--- config.mk ---
export PLATFORM = sky130hd
export DESIGN_NAME = alu_issue_ctrl
export DESIGN_NICKNAME = d
export VERILOG_FILES = /design/src/rtl/alu_issue_ctrl_pkg.sv /design/src/rtl/alu_regfile.sv /design/src/rtl/alu_issue_ctrl.sv
export SDC_FILE = /design/constraint.sdc
export NUM_CORES = 1
export LEC_CHECK = 0
export CORE_MARGIN = 4
export CORE_UTILIZATION = 45
export DETAILED_ROUTE_END_ITERATION = 8
export GPL_TIMING_DRIVEN = 0
export MAX_ROUTING_LAYER = met4
export PLACE_DENSITY = 0.72
export SYNTH_ARGS = -nofsm -noshare
export SYNTH_HDL_FRONTEND = slang
export SYNTH_HIERARCHICAL = 1
export SYNTH_SLANG_ARGS = --single-unit
--- constraint.sdc ---
create_clock -name clock -period 2.75 [get_ports clock]
set_input_delay 0.4125 -clock clock [delete_from_list [all_inputs] [get_ports clock]]
set_output_delay 0.4125 -clock clock [all_outputs]
set_load 0.05 [all_outputs]
--- src/rtl/alu_issue_ctrl_pkg.sv ---
// Shared constants and types for the ALU issue/retire controller.
// Opcodes, flag bit positions and the controller state encoding live here.
package alu_issue_ctrl_pkg;

  localparam logic [3:0] OP_NOP   = 4'b0000;
  localparam logic [3:0] OP_ADD   = 4'b0001;
  localparam logic [3:0] OP_LDI   = 4'b0010;
  localparam logic [3:0] OP_SHOWR = 4'b1111;

  localparam int CF = 3;
  localparam int ZF = 2;
  localparam int SF = 1;
  localparam int OF = 0;

  typedef enum logic [1:0] {
    S_IDLE  = 2'd0,
    S_ISSUE = 2'd1,
    S_WB    = 2'd2
  } state_t;

endpackage

--- src/rtl/alu_regfile.sv ---
// Small register file: two asynchronous read ports, one synchronous write
// port, cleared asynchronously while reset_n_i is low.
module alu_regfile #(
  parameter int DATA_W = 8,
  parameter int NREGS  = 4,
  parameter int REG_AW = 2
) (
  input  logic              clock_i,
  input  logic              reset_n_i,
  input  logic [REG_AW-1:0] raddr1_i,
  input  logic [REG_AW-1:0] raddr2_i,
  output logic [DATA_W-1:0] rdata1_o,
  output logic [DATA_W-1:0] rdata2_o,
  input  logic              we_i,
  input  logic [REG_AW-1:0] waddr_i,
  input  logic [DATA_W-1:0] wdata_i
);

  logic [DATA_W-1:0] regs_q [NREGS];

  always_ff @(posedge clock_i or negedge reset_n_i) begin
    if (!reset_n_i) begin
      for (int i = 0; i < NREGS; i++) regs_q[i] <= '0;
    end else if (we_i) begin
      regs_q[waddr_i] <= wdata_i;
    end
  end

  assign rdata1_o = regs_q[raddr1_i];
  assign rdata2_o = regs_q[raddr2_i];

endmodule

--- src/rtl/alu_issue_ctrl.sv ---
// Issue/retire controller for the 8-bit ALU: accepts instructions, drives the
// ALU operand/opcode ports for one cycle, writes back the result, samples flags.
module alu_issue_ctrl
  import alu_issue_ctrl_pkg::*;
#(
  parameter int DATA_W = 8,
  parameter int NREGS  = 4,
  parameter int REG_AW = 2
) (
  input  logic              clock,
  input  logic              reset_n,
  // Handshake: an instruction is taken on a posedge where instr_valid and
  // instr_ready are both high; the source holds instr stable until then.
  input  logic [15:0]       instr,
  input  logic              instr_valid,
  output logic              instr_ready,
  output logic [3:0]        alu_op,
  output logic [DATA_W-1:0] alu_in1,
  output logic [DATA_W-1:0] alu_in2,
  input  logic [DATA_W-1:0] alu_res,
  input  logic [3:0]        alu_flags,
  output logic [3:0]        flags_q,
  output logic [DATA_W-1:0] show_data,
  output logic              show_valid,
  output logic              illegal,
  output state_t            dbg_state
);

  state_t            state_q;
  logic [3:0]        op_q;
  logic [DATA_W-1:0] in1_q, in2_q;
  logic [REG_AW-1:0] rd_q;
  logic [3:0]        flags_r_q;
  logic [DATA_W-1:0] show_data_q;
  logic              show_valid_q;
  logic              illegal_q;

  logic [3:0]        opc;
  logic [REG_AW-1:0] rd_idx, rs_idx;
  logic [DATA_W-1:0] imm;
  logic [DATA_W-1:0] rdata1, rdata2;
  logic              accept;
  logic              rf_we;
  logic [REG_AW-1:0] rf_waddr;
  logic [DATA_W-1:0] rf_wdata;

  assign opc    = instr[15:12];
  assign rd_idx = instr[11:10];
  assign rs_idx = instr[9:8];
  assign imm    = instr[7:0];
  assign accept = instr_valid && (state_q == S_IDLE);

  // The write port is shared: LDI writes at accept, ADD writes back at ISSUE end.
  always_comb begin
    rf_we    = 1'b0;
    rf_waddr = rd_idx;
    rf_wdata = imm;
    if (state_q == S_ISSUE) begin
      rf_we    = (op_q == OP_ADD);
      rf_waddr = rd_q;
      rf_wdata = alu_res;
    end else if (accept && opc == OP_LDI) begin
      rf_we = 1'b1;
    end
  end

  alu_regfile #(
    .DATA_W (DATA_W),
    .NREGS  (NREGS),
    .REG_AW (REG_AW)
  ) u_regfile (
    .clock_i   (clock),
    .reset_n_i (reset_n),
    .raddr1_i  (rd_idx),
    .raddr2_i  (rs_idx),
    .rdata1_o  (rdata1),
    .rdata2_o  (rdata2),
    .we_i      (rf_we),
    .waddr_i   (rf_waddr),
    .wdata_i   (rf_wdata)
  );

  always_ff @(posedge clock or negedge reset_n) begin
    if (!reset_n) begin
      state_q      <= S_IDLE;
      op_q         <= OP_NOP;
      in1_q        <= '0;
      in2_q        <= '0;
      rd_q         <= '0;
      flags_r_q    <= '0;
      show_data_q  <= '0;
      show_valid_q <= 1'b0;
      illegal_q    <= 1'b0;
    end else begin
      show_valid_q <= 1'b0;
      unique case (state_q)
        S_IDLE: begin
          if (accept) begin
            unique case (opc)
              OP_NOP, OP_LDI: ;
              OP_ADD, OP_SHOWR: begin
                op_q    <= opc;
                in1_q   <= rdata1;
                in2_q   <= rdata2;
                rd_q    <= rd_idx;
                state_q <= S_ISSUE;
              end
              default: illegal_q <= 1'b1;
            endcase
          end
        end
        S_ISSUE: begin
          if (op_q == OP_SHOWR) begin
            show_data_q  <= alu_res;
            show_valid_q <= 1'b1;
          end
          // Return the ALU ports to NOP so repeated ops are distinct events.
          op_q    <= OP_NOP;
          in1_q   <= '0;
          in2_q   <= '0;
          state_q <= S_WB;
        end
        S_WB: begin
          flags_r_q <= alu_flags;
          state_q   <= S_IDLE;
        end
        default: state_q <= S_IDLE;
      endcase
    end
  end

  assign instr_ready = (state_q == S_IDLE);
  assign alu_op      = op_q;
  assign alu_in1     = in1_q;
  assign alu_in2     = in2_q;
  assign flags_q     = flags_r_q;
  assign show_data   = show_data_q;
  assign show_valid  = show_valid_q;
  assign illegal     = illegal_q;
  assign dbg_state   = state_q;

endmodule

Word level (Yosys, flattened, before mapping)
Cells that the tools add are included.
{"block": "op_classes", "add_sub_neg": 0, "multipliers": 0, "div": 0, "order_cmp": 4, "eq_ne": 9, "shifts": 0, "muxes": 27, "n_bitwise": 4, "reduce_logical": 13}
{"cell": "$mux 8", "count": 10}
{"cell": "$bmux 8 s2", "count": 2}
{"cell": "$bwmux 32", "count": 1}
{"cell": "$pmux 8 s2", "count": 2}
{"cell": "$demux 8 s2", "count": 1}
{"cell": "$ge 3x3->1 const B", "count": 3}
{"cell": "$not 2->3", "count": 3}
{"cell": "$reduce_and 3->1", "count": 3}
{"cell": "$eq 4x1->1 const B", "count": 2}
{"cell": "$eq 4x4->1 const B", "count": 2}
{"cell": "$mux 4", "count": 2}
{"cell": "$pmux 4 s2", "count": 1}
{"cell": "$mux 2", "count": 3}
{"cell": "$eq 4x2->1 const B", "count": 1}
{"cell": "$logic_not 4->1", "count": 1}
{"cell": "$mux 1", "count": 4}
{"cell": "$ne 2x1->1 const B", "count": 2}
{"cell": "$pmux 2 s2", "count": 1}
{"cell": "$reduce_and 2->1", "count": 2}
{"cell": "$reduce_or 4->1", "count": 1}
{"cell": "$logic_and 1x1->1", "count": 3}
{"cell": "$lt 3x1->1 const B", "count": 1}
{"cell": "$eq 2x1->1 const B", "count": 1}
{"cell": "$eq 2x2->1 const B", "count": 1}
{"cell": "4 further kinds", "count": 4}
{"block": "totals", "regBits": 70, "latch_bits": 0, "mem_bits_rw": 0, "romBits": 0, "inputBits": 31, "output_inout_bits": 37, "wordCells": 70, "memories": 0}

Longest topological paths before layout
{"block": "depth", "depth_word": 8, "depth_mapped": 7}

By module
Netlist, hierarchy kept.
{"mod": "alu_issue_ctrl", "instances": 1, "cells_per_inst": 149, "area_each_um2": 1737.9, "seq_area_each_um2": 950.9}
{"mod": "alu_regfile", "instances": 1, "cells_per_inst": 88, "area_each_um2": 1590.3, "seq_area_each_um2": 800.8}

Worst setup path before layout
OpenSTA, ideal clock, no wires.
{"block": "synth_timing", "path_type": "reg-to-reg", "from": "register state_q[0], in the netlist dbg_state[0]", "to": "register u_regfile/regs_q[24] (netlist bit)", "t_arrival_ns": 2.721, "setup_slack_ns": -0.095, "stages_incl_launch_ff": 7, "path_buffers": 1, "cell_sequence": "dfrtp_1 > clkbuf_1 > nor2_1 > nand3_1 > o41ai_1 > nor3b_4 > mux2_2"}
{"block": "synth_between", "word_cells_on_any_way": 15}
{"element": "start: declaration", "line_no": "alu_issue_ctrl.sv:29", "rtl": "state_t state_q;"}
{"element": "start signal: assignment", "line_no": "alu_issue_ctrl.sv:85", "rtl": "state_q <= S_IDLE;"}
{"element": "start signal: assignment", "line_no": "alu_issue_ctrl.sv:106", "rtl": "state_q <= S_ISSUE;"}
{"element": "start signal: assignment", "line_no": "alu_issue_ctrl.sv:121", "rtl": "state_q <= S_WB;"}
{"element": "$logic_not 2->1"}
{"element": "net instr_ready", "line_no": "alu_issue_ctrl.sv:16", "rtl": "output logic instr_ready,"}
{"element": "$logic_and 1x1->1", "line_no": "alu_issue_ctrl.sv:51", "rtl": "assign accept = instr_valid && (state_q == S_IDLE);"}
{"element": "$logic_and 1x1->1", "line_no": "alu_issue_ctrl.sv:62", "rtl": "end else if (accept && opc == OP_LDI) begin"}
{"element": "$mux 1", "line_no": "alu_issue_ctrl.sv:62"}
{"element": "$mux 1", "line_no": "alu_issue_ctrl.sv:58", "rtl": "if (state_q == S_ISSUE) begin"}
{"element": "net rf_we", "line_no": "alu_issue_ctrl.sv:43", "rtl": "logic rf_we;"}
{"element": "end signal: indexed assignment", "line_no": "alu_regfile.sv:25", "rtl": "regs_q[waddr_i] <= wdata_i;"}
{"element": "end: declaration", "line_no": "alu_regfile.sv:19", "rtl": "logic [DATA_W-1:0] regs_q [NREGS];"}
The timed path passes the listed nets, and every way through them passes these cells.
A chain may end at the register's enable or synchronous reset.

Worst setup path after layout
{"block": "layout_timing", "from": "register state_q[1], in the netlist dbg_state[1]", "to": "register u_regfile/regs_q[30] (netlist bit)"}
{"block": "layout_between", "word_cells_on_any_way": 15}
{"element": "$logic_not 2->1", "line_no": "alu_issue_ctrl.sv:51"}
{"element": "$logic_and 1x1->1", "line_no": "alu_issue_ctrl.sv:51"}
{"element": "$logic_and 1x1->1", "line_no": "alu_issue_ctrl.sv:62"}
{"element": "$mux 1", "line_no": "alu_issue_ctrl.sv:62"}
{"element": "$mux 1 (*)", "line_no": "alu_issue_ctrl.sv:58"}
{"element": "net rf_we", "line_no": "alu_issue_ctrl.sv:43"}
Mark *: on every way through the listed nets, which the timed path passes. The rest lies on a longest branch.

==> out/metrics.csv <==
stage,metric,value,unit
floorplanning,core_area,7214,um2
cells_and_area,post-route-util,60.08,%
cells_and_area,final_cell_area,4334,um2
power_and_ir_drop,internal_power,2.359,mW
power_and_ir_drop,pwr-share-clk,26.8,%
grt,grt_max_degree,71,
critical_path,worstReg2RegEnd,u_regfile/regs_q[30],
cts,cts_num_sinks,70,
cts,clock-root-buffer,clkbuf_8,
synthesis,ys_types,28,
power_and_ir_drop,power_density,828.5,nW/um2
critical_path,cp_cell_sequence,"and2b_1, nand2_1, o41ai_2, nor3b_4, mux2_2",
power_and_ir_drop,ir_worst_vdd,0.3858,mV
critical_path,r2r_start,dbg_state[1],
cells_and_area,final-seq-area,1752,um2
floorplanning,die_w,94,um
route,antenna_left,0,
critical_path,critPathLaunch,dbg_state[1],
power_and_ir_drop,comb_power_share,33.0,%
synthesis,synthCells,237,
floorplanning,num_rows,31,
sta,relSlewSlack,40.36,%
floorplanning,die_h,94,um
sta,drv_slew,0,
cts,cts-htree-levels,3,
min_path,hp-class,input port to asynchronous set/reset pin,
route,avgViaCountPerCell,5.488,
floorplanning,io_pins,68,
cts,cts_tree,done,
critical_path,r2r_cells,5,
route,vias,2283,
route,drt_iter0_drc,129,
critical_path,path_max_fanout,8,
critical_path,critPathCaptureType,flip-flop,
grt,grt_pass1_wl,12.27,mm
route,drtPass1Iterations,4,
critical_path,reg2reg_setup_slack,200,ps
cts,clk_pin_slew_worst_paths,70,ps
sta,rsz0062_at_grt,false,
power_and_ir_drop,cellLeakagePower,1.811,nW
critical_path,required,2980,ps
placed_design,pre_cts_ws,-103.4,ps
critical_path,crit_path_top_delay_cell,nor3b_4,
cts,cts_buffer_depth,2,
route,finalWirelength,7.516,mm
placed_design,dp_cells,400,
cells_and_area,final_common_cell,dfrtp_1,
synthesis,ys_ff_latch,70,
sta,finalHoldViolCount,0,
grt,overflow,0,
synthesis,seq_area_frac_synth,52.63,%
cells_and_area,final_cells,416,
placed_design,dpl-instance-area,4093,um2
critical_path,crit_path_max_incr_delay,610,ps
status,status,completed,
sta,setup_slack,202.6,ps
grt,antenna_found_initial,0,
cts,post-cts-setup-buffers,0,
power_and_ir_drop,p_sw,1.232,mW
grt,grtUsageTotal,19.28,%
critical_path,worstSetupStartpointType,flip-flop,
floorplanning,initial_core_util,46.13,%
cells_and_area,nFillCells,597,
sta,final-setup-viol-count,0,
sta,finClkSkew,10.64,ps
cts,cts_buffers,9,
synthesis,avgSynthCellArea,14.04,um2
placed_design,dp_hpwl,5.177,mm
critical_path,worst_ep_arrival_time,2780,ps
critical_path,path_class,flip-flop to flip-flop,
sta,fin_crit_sh,92.63,%
sta,fin_tns_setup,0,ps
critical_path,cp_top_family,simple AND/OR/NAND/NOR gates,
synthesis,yosysWarningCount,6,
sta,worst_pin_slew,894.5,ps
synthesis,syn_nets,268,
sta,max_freq,392.6,MHz
sta,fin_crit,2547,ps
placed_design,place_congestion,0.7838,
grt,first_global_vias,2337,
route,routedWlPerCell,18.07,um
cells_and_area,diodes,0,
critical_path,worst-path-buf-inv,0,
cells_and_area,drive_gt1_share,33.44,%
synthesis,synthesis.area,3328,um2
cells_and_area,final_cell_mix,"70 x dfrtp_1, 63 x clkdlybuf4s50_1, 56 x mux2_2, 21 x nand2_1, 19 x a22oi_1",
cells_and_area,nets,343,
power_and_ir_drop,pwr-share-seq,40.2,%
floorplanning,die_area,8836,um2
cts,clk_latency,350,ps
placed_design,port_buffers,64,
run,drv_cap,0,
power_and_ir_drop,switching_share,34.31,%
route,drc_errors,0,
cells_and_area,area_growth,30.23,%
cells_and_area,multi_input_area,1505,um2
-- cell usage after synthesis, drive strengths merged --
library cell | instances | area (um2)
a211o | 1 | 8.760
a211oi | 1 | 12.51
a21o | 1 | 7.510
a22oi | 19 | 142.6
a41o | 1 | 10.01
and2b | 1 | 7.510
buf | 10 | 66.31
clkbuf | 4 | 15.01
dfrtp | 70 | 1752
mux2 | 56 | 630.6
mux4 | 16 | 360.4
nand2 | 21 | 78.83
nand2b | 1 | 6.260
nand3 | 4 | 25.02
nand3b | 2 | 22.52
nand4 | 1 | 6.260
nor2 | 4 | 17.52
nor3 | 1 | 16.27
nor3b | 1 | 18.77
nor4b | 1 | 8.760
o21ai | 19 | 95.09
o41ai | 1 | 8.760
or3 | 1 | 11.26
-- metrics by stage --
step / hold slack (ps) / power [mW]
finish: 175.5 / 3.591
floorplan: 116.9 / 2.220
detailed placement: 454.1 / 2.651
CTS: 214.0 / 3.626
global route: 243.8 / 3.768
global placement: 454.6 / 2.621
-- layout make-up --
type	count	area share, %
Sequential cell	70	40.42
Multi-Input combinational cell	153	34.73
Timing Repair Buffer	64	14.72
Clock buffer	13	3.897
Tap cell	99	2.858
Buffer	14	1.876
Clock inverter	3	1.501
-- sequential cells by signal (all words and copies together) (netlist names) --
name and count:
u_regfile/regs_q 32, alu_in1 8, alu_in2 8, show_data 8, alu_op 4, flags_q 4
dbg_state 2, rd_q 2, illegal 1, show_valid 1
-- cell families (layout without fill, tap and decap cells) --
family,Yosys count,count (layout),synth area share (%)
muxes,72,72,29.77
DFF,70,70,52.63
AOI/OAI and AO/OA,43,43,8.572
and+or+nand+nor,38,38,6.580
buffers and inverters,14,94,2.443
-- layer usage --
metal,GRT usage (%),vias to the layer above,routed length (um)
li1,-,1049,-
met2,29.75,68,3610
met5,-,-,0
met4,8.183,0,148
met3,4.087,12,377
met1,24.87,1154,3379
-- worst max path at each step --
stage / endpoint / slack, ps / cells after the start
2_1_floorplan: u_regfile/regs_q[24] / 90 / 5
6_report: u_regfile/regs_q[30] / 200 / 5
3_5_place_dp: u_regfile/regs_q[30] / -100 / 5
4_1_cts: u_regfile/regs_q[24] / 180 / 5
5_1_grt: u_regfile/regs_q[30] / 80 / 5
3_3_place_gp: flags_q[2] / -1150 / 1
-- timing repair --
action,in CTS,in global routing
resized for setup,1,0
hold buffers,0,0
setup endpoints to repair,8,0
-- worst reg2reg max path: stages (launching register included) --
cell and delay (ps):
dfrtp_1 490, and2b_1 310, nand2_1 110, o41ai_2 520, nor3b_4 610, mux2_2 400
-- power by group through the flow --
stage | Combinational [mW] | Sequential (mW) | Clock (mW)
after global placement | 1.17 | 1.45 | 0
after detailed placement | 1.19 | 1.46 | 0
final | 1.19 | 1.44 | 0.962
after floorplan | 0.376 | 1.84 | 0
after global routing | 1.25 | 1.48 | 1.04
after CTS | 1.20 | 1.45 | 0.982
(Power assumes the default switching activity.)
